$ cat config.mk
export PLATFORM = sky130hd
export DESIGN_NAME = sipo_rx_flat
export DESIGN_NICKNAME = d
export VERILOG_FILES = /design/src/rtl/sipo_rx_if.sv /design/src/rtl/sipo_rx.sv /design/src/flat_wrapper.sv
export SDC_FILE = /design/constraint.sdc
export NUM_CORES = 1
export LEC_CHECK = 0
export ABC_AREA = 1
export ABC_CLOCK_PERIOD_IN_PS = 950
export CAP_MARGIN = 20
export CORE_MARGIN = 3
export CORE_UTILIZATION = 35
export CTS_CLUSTER_SIZE = 8
export DETAILED_ROUTE_END_ITERATION = 6
export DONT_BUFFER_PORTS = 1
export PLACE_DENSITY = 0.58
export SLEW_MARGIN = 20
export SYNTH_ARGS = -nofsm -noshare
export SYNTH_HDL_FRONTEND = slang
export SYNTH_SLANG_ARGS = --single-unit
export TNS_END_PERCENT = 20
$ cat constraint.sdc
create_clock -name clk_i -period 0.95 [get_ports clk_i]
set_clock_uncertainty 0.15 [all_clocks]
set_input_delay 0 -clock clk_i [delete_from_list [all_inputs] [get_ports clk_i]]
set_output_delay 0 -clock clk_i [all_outputs]
set_load 0.01 [all_outputs]
$ cat src/rtl/sipo_rx_if.sv
// Bus between the serial receiver and its consumer: serial bit strobe and
// resync inputs, plus the parallel word with its valid/ready handshake and status.
interface sipo_rx_if #(
    parameter int WIDTH = 4
);
    localparam int CNT_W = $clog2(WIDTH);

    logic             serial_i;
    logic             shift_en_i;
    logic             clear_i;
    logic             ready_i;
    logic [WIDTH-1:0] data_o;
    logic             valid_o;
    logic             busy_o;
    logic [CNT_W-1:0] bit_cnt_o;
    logic             overrun_o;

    // master drives the serial stream and consumes words; slave is the receiver
    modport master (
        output serial_i, shift_en_i, clear_i, ready_i,
        input  data_o, valid_o, busy_o, bit_cnt_o, overrun_o
    );

    modport slave (
        input  serial_i, shift_en_i, clear_i, ready_i,
        output data_o, valid_o, busy_o, bit_cnt_o, overrun_o
    );
endinterface

$ cat src/rtl/sipo_rx.sv
// Serial-in/parallel-out receiver: assembles WIDTH bits LSB first and hands each
// word to the consumer through a one-entry holding register with overrun flag.
module sipo_rx #(
    parameter int WIDTH = 4
) (
    input  logic      clk_i,
    input  logic      rst_ni,
    sipo_rx_if.slave  bus
);
    localparam int CNT_W = $clog2(WIDTH);

    // Only the upper WIDTH-1 bits of the shift register ever reach a word,
    // so the bit that would fall off the bottom is never stored.
    logic [WIDTH-2:0] partial_reg;
    logic [CNT_W-1:0] bit_cnt_reg;
    logic [WIDTH-1:0] data_reg;
    logic             valid_reg;
    logic             overrun_reg;

    logic [WIDTH-1:0] word;
    logic             sample;
    logic             complete;
    logic             load;
    logic             drop;

    assign sample   = bus.shift_en_i & ~bus.clear_i;
    assign complete = sample && (bit_cnt_reg == CNT_W'(WIDTH - 1));
    assign word     = {bus.serial_i, partial_reg};
    // A consumer taking the old word in the completing cycle frees the buffer
    // for the new one, so back-to-back words never bubble or overrun.
    assign load     = complete && (!valid_reg || bus.ready_i);
    assign drop     = complete && valid_reg && !bus.ready_i;

    always_ff @(posedge clk_i or negedge rst_ni) begin
        if (!rst_ni) begin
            partial_reg <= '0;
            bit_cnt_reg <= '0;
            data_reg    <= '0;
            valid_reg   <= 1'b0;
            overrun_reg <= 1'b0;
        end else begin
            if (bus.clear_i) begin
                partial_reg <= '0;
                bit_cnt_reg <= '0;
            end else if (bus.shift_en_i) begin
                partial_reg <= word[WIDTH-1:1];
                bit_cnt_reg <= complete ? '0 : bit_cnt_reg + CNT_W'(1);
            end

            if (load) begin
                data_reg  <= word;
                valid_reg <= 1'b1;
            end else if (valid_reg && bus.ready_i) begin
                valid_reg <= 1'b0;
            end

            if (bus.clear_i) begin
                overrun_reg <= 1'b0;
            end else if (drop) begin
                overrun_reg <= 1'b1;
            end
        end
    end

    assign bus.data_o    = data_reg;
    assign bus.valid_o   = valid_reg;
    assign bus.busy_o    = (bit_cnt_reg != '0);
    assign bus.bit_cnt_o = bit_cnt_reg;
    assign bus.overrun_o = overrun_reg;
endmodule
$ cat src/flat_wrapper.sv
// flat-port wrapper written by rule: the top's interface ports become plain ports
module sipo_rx_flat 
#(
    parameter int WIDTH = 4
)
  (clk_i, rst_ni, bus_serial_i, bus_shift_en_i, bus_clear_i, bus_ready_i, bus_data_o, bus_valid_o, bus_busy_o, bus_bit_cnt_o, bus_overrun_o);
  sipo_rx_if #(.WIDTH(WIDTH)) bus_i ();
  input  logic clk_i;
  input  logic rst_ni;
  input wire logic [$bits(bus_i.serial_i)-1:0] bus_serial_i;
  input wire logic [$bits(bus_i.shift_en_i)-1:0] bus_shift_en_i;
  input wire logic [$bits(bus_i.clear_i)-1:0] bus_clear_i;
  input wire logic [$bits(bus_i.ready_i)-1:0] bus_ready_i;
  output wire logic [$bits(bus_i.data_o)-1:0] bus_data_o;
  output wire logic [$bits(bus_i.valid_o)-1:0] bus_valid_o;
  output wire logic [$bits(bus_i.busy_o)-1:0] bus_busy_o;
  output wire logic [$bits(bus_i.bit_cnt_o)-1:0] bus_bit_cnt_o;
  output wire logic [$bits(bus_i.overrun_o)-1:0] bus_overrun_o;
  assign bus_i.serial_i = bus_serial_i;
  assign bus_i.shift_en_i = bus_shift_en_i;
  assign bus_i.clear_i = bus_clear_i;
  assign bus_i.ready_i = bus_ready_i;
  assign bus_data_o = bus_i.data_o;
  assign bus_valid_o = bus_i.valid_o;
  assign bus_busy_o = bus_i.busy_o;
  assign bus_bit_cnt_o = bus_i.bit_cnt_o;
  assign bus_overrun_o = bus_i.overrun_o;
  sipo_rx #(.WIDTH(WIDTH)) u_core (.clk_i(clk_i), .rst_ni(rst_ni), .bus(bus_i));
endmodule
# Word-level counts from Yosys, hierarchy flattened
# Cells that the tools add are included.
word_totals:
  ff_bits: 11
  input_bits: 6
op_classes:
  n_addsub: 1
  eq_ne: 1
  reduce_logical: 12
  bitwise_logic: 2
  muxes: 9
op_table:
  columns: ["cell", "n"]
  rows:
  - ["nonzero test 2 bit", 4]
  - ["two-way mux 2 bit", 3]
  - ["two-way mux 3 bit", 2]
  - ["logical AND 1 bit", 5]
  - ["two-way mux 1 bit", 4]
  - ["adder 2 x 1 -> 2 bit, second input constant", 1]
  - ["== test 2 bit, second input constant", 1]
  - ["logical NOT 1 bit", 2]
  - ["AND 1 bit", 1]
  - ["logical OR 1 bit", 1]
  - ["inverter 1 bit", 1]

# Logic depth before layout (Yosys ltp)
depth:
  word_depth: 7
  depth_mapped: 5
  depth_no_buf: 5

# Least setup slack after synthesis
# OpenSTA, ideal clock, no wires.
synth_path:
  path_kind: "reg-to-reg"
  startpoint: "register u_core.bit_cnt_reg[0] (netlist: u_core.bus.bit_cnt_o[0])"
  endpoint: "register u_core.data_reg[0] (netlist: u_core.bus.data_o[0])"
  slack_ns: -0.198
  synth_period_minus_slack_ns: 1.148
  path_stages_with_launch: 5
  t_required_ns: 0.683
  arrival_time_ns: 0.881
  path_cell_list: "dfrtp_1 > ha_1 > nand3_2 > nand2_1 > nand2_1"
synth_between:
  elab_chain_len: 3
synth_lines:
  columns: ["element", "line_no", "text"]
  rows:
  - ["start, declared", "sipo_rx.sv:15", "logic [CNT_W-1:0] bit_cnt_reg;"]
  - ["start signal, assigned", "sipo_rx.sv:47", "bit_cnt_reg <= complete ? '0 : bit_cnt_reg + CNT_W'(1);"]
  - ["== test 2 bit", "sipo_rx.sv:27", "assign complete = sample && (bit_cnt_reg == CNT_W'(WIDTH - 1));"]
  - ["logical AND 1 bit", "sipo_rx.sv:27", null]
  - ["logical AND 1 bit", "sipo_rx.sv:31", "assign load = complete && (!valid_reg || bus.ready_i);"]
  - ["end signal, assigned", "sipo_rx.sv:51", "data_reg <= word;"]
  - ["end, declared", "sipo_rx.sv:16", "logic [WIDTH-1:0] data_reg;"]
# Every way passes these cells.
# A chain may end at the register's enable or synchronous reset.

# Worst setup path after layout
layout_path:
  startpoint: "register u_core.bit_cnt_reg[1] (netlist: u_core.bus.bit_cnt_o[1])"
  endpoint: "output port bus_busy_o"
layout_between:
  elab_chain_len: 1
layout_lines:
  columns: ["element", "line_no", "text"]
  rows:
  - ["nonzero test 2 bit", "sipo_rx.sv:67", "assign bus.busy_o = (bit_cnt_reg != '0);"]
  - ["end, declared", "flat_wrapper.sv:16", "output wire logic [$bits(bus_i.busy_o)-1:0] bus_busy_o;"]
# Every way passes these cells.

==> summary.md <==
| Metric | Value |
|---|---|
| Status | finished, violations left |
| Failing checks | negative hold slack, negative setup slack |
| Multiplexer share of the synthesized area | 0% |
| I/O Buffers | 0 |
| Mapped Area | 490 µm² |
| Synth warnings | 0 |
| Total core area | 0.00120 mm² |
| H-Tree Depth | 1 |
| Peak VDD IR | 593 µV |
| DRC viols | 0 |
| Final WS setup | -0.163 ns |
| Core occupancy in the finished layout | a little under three fifths |
| Die Width | 43.4 µm |
| Largest net degree at the start of global routing | 12 |
| Routed vias/inst | around 5 |
| Row cnt | 12 |
| Max-cap check violation count | 0 |
| Flop-to-flop setup slack | -0.15 ns |
| Synth Instances | slightly above 50 |
| Synthesized Nets | roughly 60 |
| Clk_lat worst skew | roughly 0.27 ns |
| Final hold vios | 20 |
| Most common cell after layout, fill and taps aside | nand2_1 |
| Initial Utilization | 40.8% |
| Placed Instance Area | 541 µm² |
| Fin crit share | 117% |
| CTS tree | built |
| Compound-Gate Fraction of Synth Area | under 10% |
| WL final | 980 µm |
| Least-Margin Pin Slew | 0.487 ns |
| Fin crit period | about 1.1 ns |
| Adder-cell share of the synthesized area | 5.10% |
| Slew HR | 67.4% |
| Total power draw | between 900 and 1000 µW |
| Min-delay worst type | in -> reg |
| Largest area contributor in the netlist | dfrtp_1 |
| Total CTS buffers | 3 |
| Final ANT Viol Nets | 0 |
| RSZ-0062 raised after global routing | true |
| Ports | 15 |
| First-pass GRT wire length | ~1.6 mm |
| Leakage | around 0.00033 µW |
| Remaining global-route overflow | 0 |
| Number of flip-flops in the largest register | 4 |
| Crit-path cells | inv_2, ha_4, inv_2 |
| Worst hold slack | -0.245 ns |
| CP required | 0.80 ns |
| Synthesized area per cell | between 9 and 10 µm² |
| Buffers from clock root to sink, at most | 2 |
| Fraction of layout cells with a size suffix above 1 | 35.4% |
| Fmax | 898 MHz |
| Largest cells by area after synthesis | dfrtp_1 (56%), nand2_1 (11%), ha_1 (5.1%) |
| FF+latch count, synth | 11 |
| Slowest-stage cell, CP | dfrtp_2 |
| Fin nets | 74 |
| Design Area, Final | approximately 670 µm² |
| Crit path largest cell delay | 0.44 ns |
| Sequential-to-total area share from yosys stat | a little under three fifths |
| Die height | roughly 43 µm |
| Crit path kind | reg -> out |
| Fillers | 115 |
| HPWL Detailed | between 700 and 800 µm |
| Initial DRC Count | 1 |
| Max Fanout on Critical Path | 3 |
| Initial antenna violation count | 0 |
| Syn-to-layout area delta | 36.0% |
| Worst Setup End Kind | primary output |
| Arrival time worst endpoint | 0.96 ns |
| Combinational family with the most area after synthesis | simple AND/OR/NAND/NOR gates |
| Synth unique cells | 13 |
| Post-Place Cells | a little under 70 |
| Sequential cell area | 278 µm² |
| RD Place Congestion | 0.680 |
| Slew Viols, Final | 0 |
| Root Buffer | clkbuf_4 |
| Ant diodes | 0 |
| Vias in the first global route | between 300 and 400 |
| Non-filler cells, final | ~80 |
| Routed len/inst | about 12 µm |
| Most frequent cells in the layout | nand2_1 (14), dfrtp_1 (9), inv_2 (5) |
| Sink Count | 11 |
| DR pass1 iterations | 3 |
| Clock-pin slew on the worst setup and hold paths | 0.07 ns |
| Synth Area in XOR/XNOR | 0% |
| Via count | between 300 and 400 |
| Simple-gate share of the synthesized area | between 20% and 30% |
| P per Cell Area | around 1500 mW/mm² |
| Die area | approximately 0.0019 mm² |
| Most frequent CP cell | inv_2 |
| Crit start category | register |
| # setup viols final | 11 |
| GRT Total Usage | 11.4% |
| Multi-input logic area | between 200 and 250 µm² |
| Share of the synthesized area in the top cell type | between 50% and 60% |
==> routing by layer <==
layer	global-route usage, %	vias up	wire (µm)
li1	-	192	-
met2	17.1	10	516
met4	7.23	0	0
met1	13.5	197	429
met3	4.56	0	34
met5	0	-	0
==> cell families after synthesis <==
logic type,after synthesis
flops,11
compound gates,6
simple gates,24
fa+ha+maj,2
buf+inv,8
==> Yosys cell counts <==
| cell type | instances |
|---|---|
| dfrtp_1 | 11 |
| o21ai_0 | 3 |
| nand3_1 | 1 |
| nand4_1 | 4 |
| ha_1 | 2 |
| nand2_1 | 15 |
| o21ai_1 | 2 |
| o22ai_1 | 1 |
| inv_2 | 2 |
| nor2_8 | 1 |
| nand2_2 | 2 |
| nand3_2 | 1 |
| inv_1 | 6 |
==> worst max-delay path, delay by kind of cell, from the launching register on <==
kind / cells / cell delay [ns]
DFF: 1 / 0.44
buffers and inverters: 2 / 0.13
adders and majority gates: 1 / 0.13
==> worst paths after layout <==
| kind | start | end | cells after the start |
|---|---|---|---|
| setup reg to reg | u_core.bus.bit_cnt_o[1] | u_core.bus.bit_cnt_o[1] | 4 |
| setup / recovery | u_core.bus.bit_cnt_o[1] | bus_busy_o | 3 |
| hold reg to reg | u_core.partial_reg[1] | u_core.bus.data_o[1] | 2 |
| min in group asynchronous | rst_ni | u_core.bus.data_o[2] | 1 |
| max in group asynchronous | rst_ni | u_core.bus.bit_cnt_o[1] | 1 |
| hold / removal | bus_clear_i | u_core.bus.bit_cnt_o[0] | 3 |
==> stage by stage <==
step                      setup slack (ns)  setup TNS (ns)
after floorplan                     -0.182           -1.08
after global placement              -0.179           -1.03
after detailed placement            -0.193           -1.08
after CTS                           -0.201           -1.42
after global routing                -0.196           -1.64
final                               -0.163           -1.09
==> final cells by class <==
class / instances / area share, %
Clock buffer: 4 / 3.94
Sequential cell: 11 / 41.7
Timing Repair Buffer: 10 / 14.3
Multi-Input combinational cell: 32 / 33.0
Inverter: 8 / 4.50
Tap cell: 14 / 2.63
==> power breakdown <==
group	internal (µW)	switching, µW	leakage [µW]
Sequential	494	27.1	0.000148
Clock	162	160	0.0000150
Combinational	64.2	71.2	0.000171
Total	720	259	0.000334
==> what timing repair did <==
item | in CTS | in global routing
hold buffers | 3 | 1
gates resized for setup | 5 | 7
buffers inserted | 1 | 1
pin swaps | 0 | 1
hold endpoints to repair | 22 | 11
setup endpoints to repair | 11 | 13
Power figures use the tool's default switching activity.
